`config.mk`:
```
export PLATFORM = sky130hd
export DESIGN_NAME = uart_avl_bridge
export DESIGN_NICKNAME = d
export VERILOG_FILES = /design/src/rtl/uart_avl_bridge_pkg.sv /design/src/rtl/uart_avl_bridge.sv
export SDC_FILE = /design/constraint.sdc
export NUM_CORES = 1
export LEC_CHECK = 0
export CAP_MARGIN = 25
export CORE_ASPECT_RATIO = 1.1
export CORE_UTILIZATION = 41
export CTS_BUF_LIST = sky130_fd_sc_hd__clkbuf_8
export DETAILED_ROUTE_END_ITERATION = 8
export PLACE_DENSITY = 0.67
export SYNTH_ARGS = -nofsm -noshare
export SYNTH_HDL_FRONTEND = slang
export SYNTH_SLANG_ARGS = --single-unit
export TNS_END_PERCENT = 10
```
`constraint.sdc`:
```
create_clock -name clk -period 4.94 [get_ports clk]
set_input_delay 0.988 -clock clk [delete_from_list [all_inputs] [get_ports clk]]
set_output_delay 0.988 -clock clk [all_outputs]
set_load 0.01 [all_outputs]
```
`src/rtl/uart_avl_bridge_pkg.sv`:
```
// Shared types and constants for the UART-to-Avalon debug command bridge.
package uart_avl_bridge_pkg;

  localparam int unsigned ADDR_W      = 8;
  localparam int unsigned DATA_W      = 32;
  localparam int unsigned BE_W        = DATA_W / 8;
  localparam int unsigned REPLY_BYTES = 5;

  // Reply status bytes
  localparam logic [7:0] ACK_OK  = 8'h4B;
  localparam logic [7:0] ACK_ERR = 8'h45;
  localparam logic [7:0] ACK_UNK = 8'h3F;

  // Default opcodes
  localparam logic [7:0] DEF_CMD_WRITE = 8'h57;
  localparam logic [7:0] DEF_CMD_READ  = 8'h52;

  typedef enum logic [2:0] {
    ST_IDLE,
    ST_GET_ADDR,
    ST_GET_DATA,
    ST_BUS_RD,
    ST_BUS_WR,
    ST_SEND
  } state_t;

  // Map an Avalon response code onto the reply status byte
  function automatic logic [7:0] status_byte(input logic [1:0] resp);
    return (resp == 2'b00) ? ACK_OK : ACK_ERR;
  endfunction

endpackage

```
`src/rtl/uart_avl_bridge.sv`:
```
// Parses read/write commands from the uart rx stream, runs one Avalon-MM
// transaction per command and streams the reply bytes back to the uart tx.
module uart_avl_bridge
  import uart_avl_bridge_pkg::*;
#(
  parameter int unsigned TIMEOUT_CYCLES = 1000000,
  parameter logic [7:0]  CMD_WRITE      = DEF_CMD_WRITE,
  parameter logic [7:0]  CMD_READ       = DEF_CMD_READ
) (
  input  logic              clk,
  input  logic              rst_n,
  input  logic [7:0]        s_axis_tdata,
  input  logic              s_axis_tvalid,
  output logic              s_axis_tready,
  output logic [7:0]        m_axis_tdata,
  output logic              m_axis_tvalid,
  input  logic              m_axis_tready,
  output logic [ADDR_W-1:0] avm_address,
  output logic              avm_read,
  output logic              avm_write,
  output logic [DATA_W-1:0] avm_writedata,
  output logic [BE_W-1:0]   avm_byteenable,
  input  logic [DATA_W-1:0] avm_readdata,
  input  logic [1:0]        avm_response,
  input  logic              avm_waitrequest,
  output logic              busy,
  output logic              timeout_err
);

  localparam int unsigned TMR_W = $clog2(TIMEOUT_CYCLES + 1);
  localparam logic [TMR_W-1:0] TMR_LAST = TMR_W'(TIMEOUT_CYCLES - 1);

  state_t            state_q, state_d;
  logic              is_rd_q, is_rd_d;
  logic [1:0]        cnt_q, cnt_d;
  logic [2:0]        idx_q, idx_d;
  logic [2:0]        len_q, len_d;
  logic [TMR_W-1:0]  timer_q, timer_d;
  logic [7:0]        rply_q [REPLY_BYTES];
  logic [7:0]        rply_d [REPLY_BYTES];

  logic [ADDR_W-1:0] avm_address_d;
  logic              avm_read_d, avm_write_d;
  logic [DATA_W-1:0] avm_writedata_d;
  logic [BE_W-1:0]   avm_byteenable_d;
  logic [7:0]        m_axis_tdata_d;
  logic              m_axis_tvalid_d;
  logic              timeout_err_d;
  logic              accept_c;

  // Rx stream is open only while collecting a command; held low during reset
  assign s_axis_tready = rst_n && (state_q == ST_IDLE || state_q == ST_GET_ADDR ||
                                   state_q == ST_GET_DATA);
  assign accept_c      = s_axis_tvalid && s_axis_tready;
  assign busy          = (state_q != ST_IDLE);

  // Next-state, command capture, bus request and reply sequencing
  always_comb begin
    state_d          = state_q;
    is_rd_d          = is_rd_q;
    cnt_d            = cnt_q;
    idx_d            = idx_q;
    len_d            = len_q;
    timer_d          = timer_q;
    rply_d           = rply_q;
    avm_address_d    = avm_address;
    avm_read_d       = avm_read;
    avm_write_d      = avm_write;
    avm_writedata_d  = avm_writedata;
    avm_byteenable_d = avm_byteenable;
    m_axis_tdata_d   = m_axis_tdata;
    m_axis_tvalid_d  = m_axis_tvalid;
    timeout_err_d    = 1'b0;

    unique case (state_q)
      ST_IDLE: begin
        if (accept_c) begin
          timer_d = '0;
          if (s_axis_tdata == CMD_WRITE || s_axis_tdata == CMD_READ) begin
            is_rd_d = (s_axis_tdata == CMD_READ);
            state_d = ST_GET_ADDR;
          end else begin
            rply_d[0]       = ACK_UNK;
            len_d           = 3'd1;
            idx_d           = 3'd0;
            m_axis_tdata_d  = ACK_UNK;
            m_axis_tvalid_d = 1'b1;
            state_d         = ST_SEND;
          end
        end
      end

      ST_GET_ADDR: begin
        if (accept_c) begin
          timer_d       = '0;
          avm_address_d = s_axis_tdata;
          if (is_rd_q) begin
            avm_read_d       = 1'b1;
            avm_byteenable_d = '1;
            state_d          = ST_BUS_RD;
          end else begin
            cnt_d   = 2'd0;
            state_d = ST_GET_DATA;
          end
        end else if (timer_q == TMR_LAST) begin
          timer_d       = '0;
          timeout_err_d = 1'b1;
          state_d       = ST_IDLE;
        end else begin
          timer_d = timer_q + TMR_W'(1);
        end
      end

      ST_GET_DATA: begin
        if (accept_c) begin
          timer_d                             = '0;
          avm_writedata_d[{cnt_q, 3'b000} +: 8] = s_axis_tdata;
          cnt_d                               = cnt_q + 2'd1;
          if (cnt_q == 2'd3) begin
            avm_write_d      = 1'b1;
            avm_byteenable_d = '1;
            state_d          = ST_BUS_WR;
          end
        end else if (timer_q == TMR_LAST) begin
          timer_d       = '0;
          cnt_d         = 2'd0;
          timeout_err_d = 1'b1;
          state_d       = ST_IDLE;
        end else begin
          timer_d = timer_q + TMR_W'(1);
        end
      end

      ST_BUS_RD: begin
        if (!avm_waitrequest) begin
          avm_read_d       = 1'b0;
          avm_byteenable_d = '0;
          rply_d[0]        = status_byte(avm_response);
          rply_d[1]        = avm_readdata[7:0];
          rply_d[2]        = avm_readdata[15:8];
          rply_d[3]        = avm_readdata[23:16];
          rply_d[4]        = avm_readdata[31:24];
          len_d            = 3'd5;
          idx_d            = 3'd0;
          m_axis_tdata_d   = status_byte(avm_response);
          m_axis_tvalid_d  = 1'b1;
          state_d          = ST_SEND;
        end
      end

      ST_BUS_WR: begin
        if (!avm_waitrequest) begin
          avm_write_d      = 1'b0;
          avm_byteenable_d = '0;
          rply_d[0]        = status_byte(avm_response);
          len_d            = 3'd1;
          idx_d            = 3'd0;
          m_axis_tdata_d   = status_byte(avm_response);
          m_axis_tvalid_d  = 1'b1;
          state_d          = ST_SEND;
        end
      end

      ST_SEND: begin
        if (m_axis_tready) begin
          if (idx_q == len_q - 3'd1) begin
            idx_d           = 3'd0;
            m_axis_tdata_d  = 8'h00;
            m_axis_tvalid_d = 1'b0;
            state_d         = ST_IDLE;
          end else begin
            idx_d          = idx_q + 3'd1;
            m_axis_tdata_d = rply_q[idx_d];
          end
        end
      end

      default: state_d = ST_IDLE;
    endcase
  end

  // State, datapath and registered outputs
  always_ff @(posedge clk or negedge rst_n) begin
    if (!rst_n) begin
      state_q        <= ST_IDLE;
      is_rd_q        <= 1'b0;
      cnt_q          <= 2'd0;
      idx_q          <= 3'd0;
      len_q          <= 3'd0;
      timer_q        <= '0;
      for (int i = 0; i < int'(REPLY_BYTES); i++) rply_q[i] <= 8'h00;
      avm_address    <= '0;
      avm_read       <= 1'b0;
      avm_write      <= 1'b0;
      avm_writedata  <= '0;
      avm_byteenable <= '0;
      m_axis_tdata   <= 8'h00;
      m_axis_tvalid  <= 1'b0;
      timeout_err    <= 1'b0;
    end else begin
      state_q        <= state_d;
      is_rd_q        <= is_rd_d;
      cnt_q          <= cnt_d;
      idx_q          <= idx_d;
      len_q          <= len_d;
      timer_q        <= timer_d;
      rply_q         <= rply_d;
      avm_address    <= avm_address_d;
      avm_read       <= avm_read_d;
      avm_write      <= avm_write_d;
      avm_writedata  <= avm_writedata_d;
      avm_byteenable <= avm_byteenable_d;
      m_axis_tdata   <= m_axis_tdata_d;
      m_axis_tvalid  <= m_axis_tvalid_d;
      timeout_err    <= timeout_err_d;
    end
  end

endmodule

```
# ---- Word level (Yosys, flattened, before mapping)
# Index checks and enable logic that the tools add are counted.
# W data, S select, Z words.
dict set report word_totals {
  register_bits 128
  out_inout_bits 58
  wordCells 148
}
dict set report op_classes {
  n_addsub 5
  n_lt_le_gt_ge 1
  eq_ne 24
  shifts 2
  mux 65
  bitwise 2
  n_reduce_logical 30
}
# op n
set ops {}
lappend ops {{$mux W20} 3}
lappend ops {{$mux W8} 7}
lappend ops {{$mux W3} 17}
lappend ops {{$pmux W8 S3} 2}
lappend ops {{$mux W40} 1}
lappend ops {{$pmux W20 S2} 1}
lappend ops {{$bwmux W32} 1}
lappend ops {{$shift A8 B7 Y32 const A} 1}
lappend ops {{$shiftx A8 B7 Y32} 1}
lappend ops {{$bmux W8 S3} 1}
lappend ops {{$mux W4} 6}
lappend ops {{$ne A2 B2 Y1 const B} 11}
lappend ops {{$add A20 B1 Y20 const B} 1}
lappend ops {{$eq A20 B20 Y1 const B} 1}
lappend ops {{$pmux W3 S3} 2}
lappend ops {{$eq A8 B7 Y1 const B} 2}
lappend ops {{$pmux W3 S5} 1}
lappend ops {{$reduce_and A5 Y1} 3}
lappend ops {{$mux W1} 14}
lappend ops {{$pmux W4 S3} 1}
lappend ops {{$reduce_and A4 Y1} 3}
lappend ops {{$reduce_and A6 Y1} 2}
lappend ops {{$reduce_bool A3 Y1} 4}
lappend ops {{$mux W2} 4}
lappend ops {{other kinds (25)} 39}

# ---- Logic depth before layout (Yosys ltp)
dict set report logic_depth {
  ltp_word 8
  ltp_mapped 8
  ltp_nobuf 6
}

# ---- Worst setup path after synthesis
# Ideal clock, no wire load.
dict set report synth_path {
  path_kind {input port to flip-flop}
  from {in s_axis_tdata[0]}
  to {reg rply_q[34] (netlist name)}
  setup_ns 0.125
  t_arrival_ns 2.296
  required_ns 4.815
  path_slack_ns 2.519
  stages 6
  path_buffers 1
  cell_sequence {clkbuf_1 xnor2_1 nand3_1 and3_1 o22ai_2 mux2_2}
}
dict set report synth_via {
  elab_chain_cells 4
  word_cells_on_any_way 5
  classes_between {3 x eq/ne; 2 x reduce/logical}
}
# element line
set synth_lines {}
lappend synth_lines {{start: declaration} uart_avl_bridge.sv:12} ;# input logic [7:0] s_axis_tdata,
lappend synth_lines {{$eq A8 B7 Y1} uart_avl_bridge.sv:79} ;# if (s_axis_tdata == CMD_WRITE || s_axis_tdata == CMD_READ) begin
lappend synth_lines {{$logic_or A1 B1 Y1 (*)} uart_avl_bridge.sv:79}
lappend synth_lines {{$ne A2 B2 Y1 (no source line) (*)} --}
lappend synth_lines {{$reduce_and A5 Y1 (no source line) (*)} --}
lappend synth_lines {{end signal: assignment} uart_avl_bridge.sv:207} ;# rply_q <= rply_d;
lappend synth_lines {{end: declaration} uart_avl_bridge.sv:39} ;# logic [7:0] rply_q [REPLY_BYTES];
# Every way passes the cells marked *; elsewhere a longest branch is shown, timed or not.
# A chain may end at the register's enable or synchronous reset.

# ---- Worst setup path in the final report
dict set report layout_path {
  from {reg state_q[1]}
  to {out s_axis_tready}
}
dict set report layout_via {
  elab_chain_cells 4
  word_cells_on_any_way 6
  classes_between {2 x eq/ne; 4 x reduce/logical}
}
# element line
set layout_lines {}
lappend layout_lines {{start: declaration} uart_avl_bridge.sv:33} ;# state_t state_q, state_d;
lappend layout_lines {{start signal: assignment} uart_avl_bridge.sv:201} ;# state_q <= state_d;
lappend layout_lines {{$eq A3 B1 Y1 or $logic_not A3 Y1 (tied branches)} uart_avl_bridge.sv:52} ;# assign s_axis_tready = rst_n && (state_q == ST_IDLE || state_q == ST_GET_ADDR ||
lappend layout_lines {{$logic_or A1 B1 Y1} uart_avl_bridge.sv:52}
lappend layout_lines {{$logic_or A1 B1 Y1 (*)} uart_avl_bridge.sv:52}
lappend layout_lines {{$logic_and A1 B1 Y1 (*)} uart_avl_bridge.sv:52}
lappend layout_lines {{end: declaration} uart_avl_bridge.sv:14} ;# output logic s_axis_tready,
# Marked as above.

==> key figures <==
Floorplan
  • Horizontal die dimension: 117 um
  • Total core area: 14000 um2
  • Row count: 45
  • Die Span Y: 128 um
  • Effective utilization at floorplan: 42.5%
  • Number of primary I/O pins: 105
  • Die area: 15000 um2

Timing
  • Worst-case hold slack: 0.478 ns
  • Time the worst path needs with I/O delays and setup: 3.15 ns
  • Final setup TNS: 0 ns
  • Final count of negative-setup-slack endpoints: 0
  • Setup clock skew after layout: 0.00916 ns
  • Setup repair after global routing missed its margin: no
  • Timing-limited maximum frequency: 317 MHz
  • Final Hold Viols: 0
  • Number of pins with negative max-slew slack in the final report: 0
  • Worst Tran Pin Value: 0.942 ns
  • Period utilisation layout: 63.8%
  • Worst Setup Slack, final: 1.79 ns
  • Max transition margin: 37.1%

Logic synthesis
  • Post-synthesis sequential element count: 121
  • Post-synthesis net count: 629
  • Count of flip-flops with a built-in enable after synthesis: 0
  • Mean post-synth cell area: 10.4 um2
  • Warnings, synthesis: 0
  • Part of the Yosys area used for sequential elements: 50.8%
  • Mapped Area: 5960 um2
  • Yosys top cell area share: 50.8%
  • Proportion of synthesized flip-flops having asynchronous set or reset: 100%
  • Cell taking the most area after synthesis: dfrtp_1
  • Most instantiated flip-flop cell in the synthesis netlist: dfrtp_1
  • Leading cell types by total area after synthesis: dfrtp_1 (51%), mux2_2 (7.9%), nand2_1 (6.0%)
  • Synth Instances: 574
  • Synth cell types: 62

Final layout
  • Total area of multi-input combinational cells: 2710 um2
  • Top library cells by usage in the layout, fill and taps aside: dfrtp_1 (121), clkdlybuf4s50_1 (103), nand2_1 (95)
  • Diode count: 0
  • Final-stage net count: 721
  • P&R area growth vs syn: 26.2%
  • Share of layout cells above drive strength 1: 14.4%
  • Most common cell after layout, fill and taps aside: dfrtp_1
  • Area taken by flip-flops and latches: 3030 um2
  • # fillers: 1222

Worst setup path
  • Longest individual stage delay on the worst path: 0.80 ns
  • FF-to-FF path depth: 6
  • Critical path cell sequence: a21oi_1, and2_1, clkdlybuf4s50_1
  • End of the worst register-to-register path: m_axis_tdata[1]
  • Start-to-end type of the worst setup path: register to primary output
  • Slack of the worst reg-to-reg path: 2.34 ns
  • Worst path buffer plus inverter count: 1
  • Critical Path Fanout Max: 24
  • Max stage delay cell, worst path: dfrtp_1
  • Crit start category: register
  • Critical Path End Type: primary output
  • Req. time, crit path: 3.95 ns
  • WP data arrival: 2.16 ns
  • Family of cells with the greatest summed delay on the critical path: flip-flops
  • Origin of the critical flop-to-flop path: state_q[1]

Placement
  • Final HPWL DP: 10100 um
  • Last weighted congestion value of the routability-driven placer: 0.817
  • Number of buffers added on ports: 104
  • Post-placement worst setup slack: 1.74 ns

Power and ir drop
  • Pwr/cell area: 532 nW/um2
  • Total power consumption of the routed design: 4000 uW
  • Peak supply drop: 274 uV
  • Leakage: 0.00308 uW

Routing
  • Detail Route Antenna Nets: 0
  • Number of search-and-repair iterations in the first detailed-routing pass: 5
  • DRC errors left: 0
  • Vias: 4705
  • Number of design-rule violations left by the first detailed-router iteration: 288
  • Post-detailed-route wirelength per cell: 16.4 um
  • Wirelength, routed: 14300 um
  • Post-DR vias/cell: 5.43

CTS
  • Num Clock Sinks: 121
  • CTS tree: built
  • Clock H-tree levels: 4
  • Hold buffer count at cts: 0
  • Root Driver: clkbuf_8
  • Post-CTS setup buffer count: 0
  • Clock buffer count from CTS: 17
  • Clock network latency to the later pin of the worst-skew pair: 0.44 ns
  • Clock-pin slew reported for the worst setup and hold paths after clock tree synthesis: 0.07 ns
  • Post-cts sizing count: 0
  • Number of buffers on the longest clock path: 2

GRT
  • Total Routing Usage GR: 20.1%
  • Wire length of the first global-routing pass: 23100 um
  • Vias in the first global route: 4694
  • Leftover overflow at the end of global routing: 0
  • Number of antenna violations at the first check in global routing: 0
  • Maximum number of pins on one net before global-route repair: 48

Flow run
  • Count of max-cap constraint violations: 0

Worst hold path
  • Class of the most critical hold timing path: register to register
  • Hold path depth: 2
  • Sink of the worst hold path: avm_writedata[22]
  • Worst hold start: avm_writedata[22]

Status
  • Result of the run: finished clean
==> worst max-delay path by stage <==
stage                     from               to  slack (ns)  depth (start not counted)
6_report            state_q[1]    s_axis_tready        1.79                          3
5_1_grt             state_q[0]    s_axis_tready        1.66                          3
4_1_cts             state_q[1]    s_axis_tready        1.75                          3
3_5_place_dp   avm_waitrequest  m_axis_tdata[3]        1.74                          6
3_3_place_gp             rst_n    s_axis_tready        1.78                          3
2_1_floorplan  s_axis_tdata[0]       rply_q[34]        2.52                          6
==> layout make-up <==
| cell class | count | share of cell area (%) |
|---|---|---|
| Clock buffer | 18 | 3.29 |
| Multi-Input combinational cell | 409 | 36.0 |
| Sequential cell | 121 | 40.2 |
| Tap cell | 188 | 3.13 |
| Clock inverter | 14 | 2.69 |
| Inverter | 10 | 0.499 |
| Timing Repair Buffer | 107 | 14.1 |
==> through the flow <==
stage / utilization [%] / instances / instance area [um2]
final: 53.7 / 867 / 7520
after global routing: 53.7 / 867 / 7520
after CTS: 53.7 / 867 / 7520
after detailed placement: 50.5 / 835 / 7070
after global placement: 50.5 / 835 / 7070
after floorplan: - / 574 / 5960
==> cell usage after synthesis (8+ instances only) <==
| cell type | instances |
|---|---|
| inv_1 | 10 |
| nor3_1 | 8 |
| a31oi_1 | 10 |
| mux2i_1 | 9 |
| o21ai_0 | 49 |
| mux2_2 | 42 |
| clkbuf_1 | 14 |
| a21oi_1 | 36 |
| dfrtp_1 | 121 |
| nand3_1 | 25 |
| ha_1 | 8 |
| nor2_1 | 20 |
| nor2b_1 | 9 |
| nand2_1 | 95 |
==> worst reg2reg max path, stage by stage, from the launching register on <==
cell	delay [ns]
dfrtp_1	0.80
nand2_1	0.22
nor3_4	0.53
buf_4	0.42
a21oi_1	0.16
a21o_1	0.20
o22a_1	0.17
==> routing by layer <==
metal,GRT usage [%],wire length (um),up-vias
li1,-,-,2225
met1,26.2,6330,2322
met2,32.7,6970,142
met3,4.85,776,16
met4,7.37,175,0
met5,0,0,-
==> logic make-up (layout without fill, tap and decap cells) <==
| group | count (synthesis) | in the layout | synth area share [%] |
|---|---|---|---|
| xor gates and xnor gates | 6 | 6 | 0.882 |
| AOI/OAI and AO/OA | 136 | 136 | 14.4 |
| buffers and inverters | 44 | 149 | 3.82 |
| adders and majority gates | 8 | 8 | 1.68 |
| DFF | 121 | 121 | 50.8 |
| muxes | 58 | 58 | 12.1 |
| and+or+nand+nor | 201 | 201 | 16.4 |
==> registers in the layout (all words and copies together), names as in the netlist, 2 cells and up <==
register / count
m_axis_tdata: 8
avm_address: 8
len_q: 2
rply_q: 37
state_q: 3
timer_q: 20
avm_writedata: 32
idx_q: 3
cnt_q: 2
==> where the power goes <==
group	switching (uW)	internal, uW	total (uW)
Sequential	267	1260	1530
Clock	399	607	1010
Combinational	713	751	1460
No activity file was read; power rests on OpenSTA's default activity.
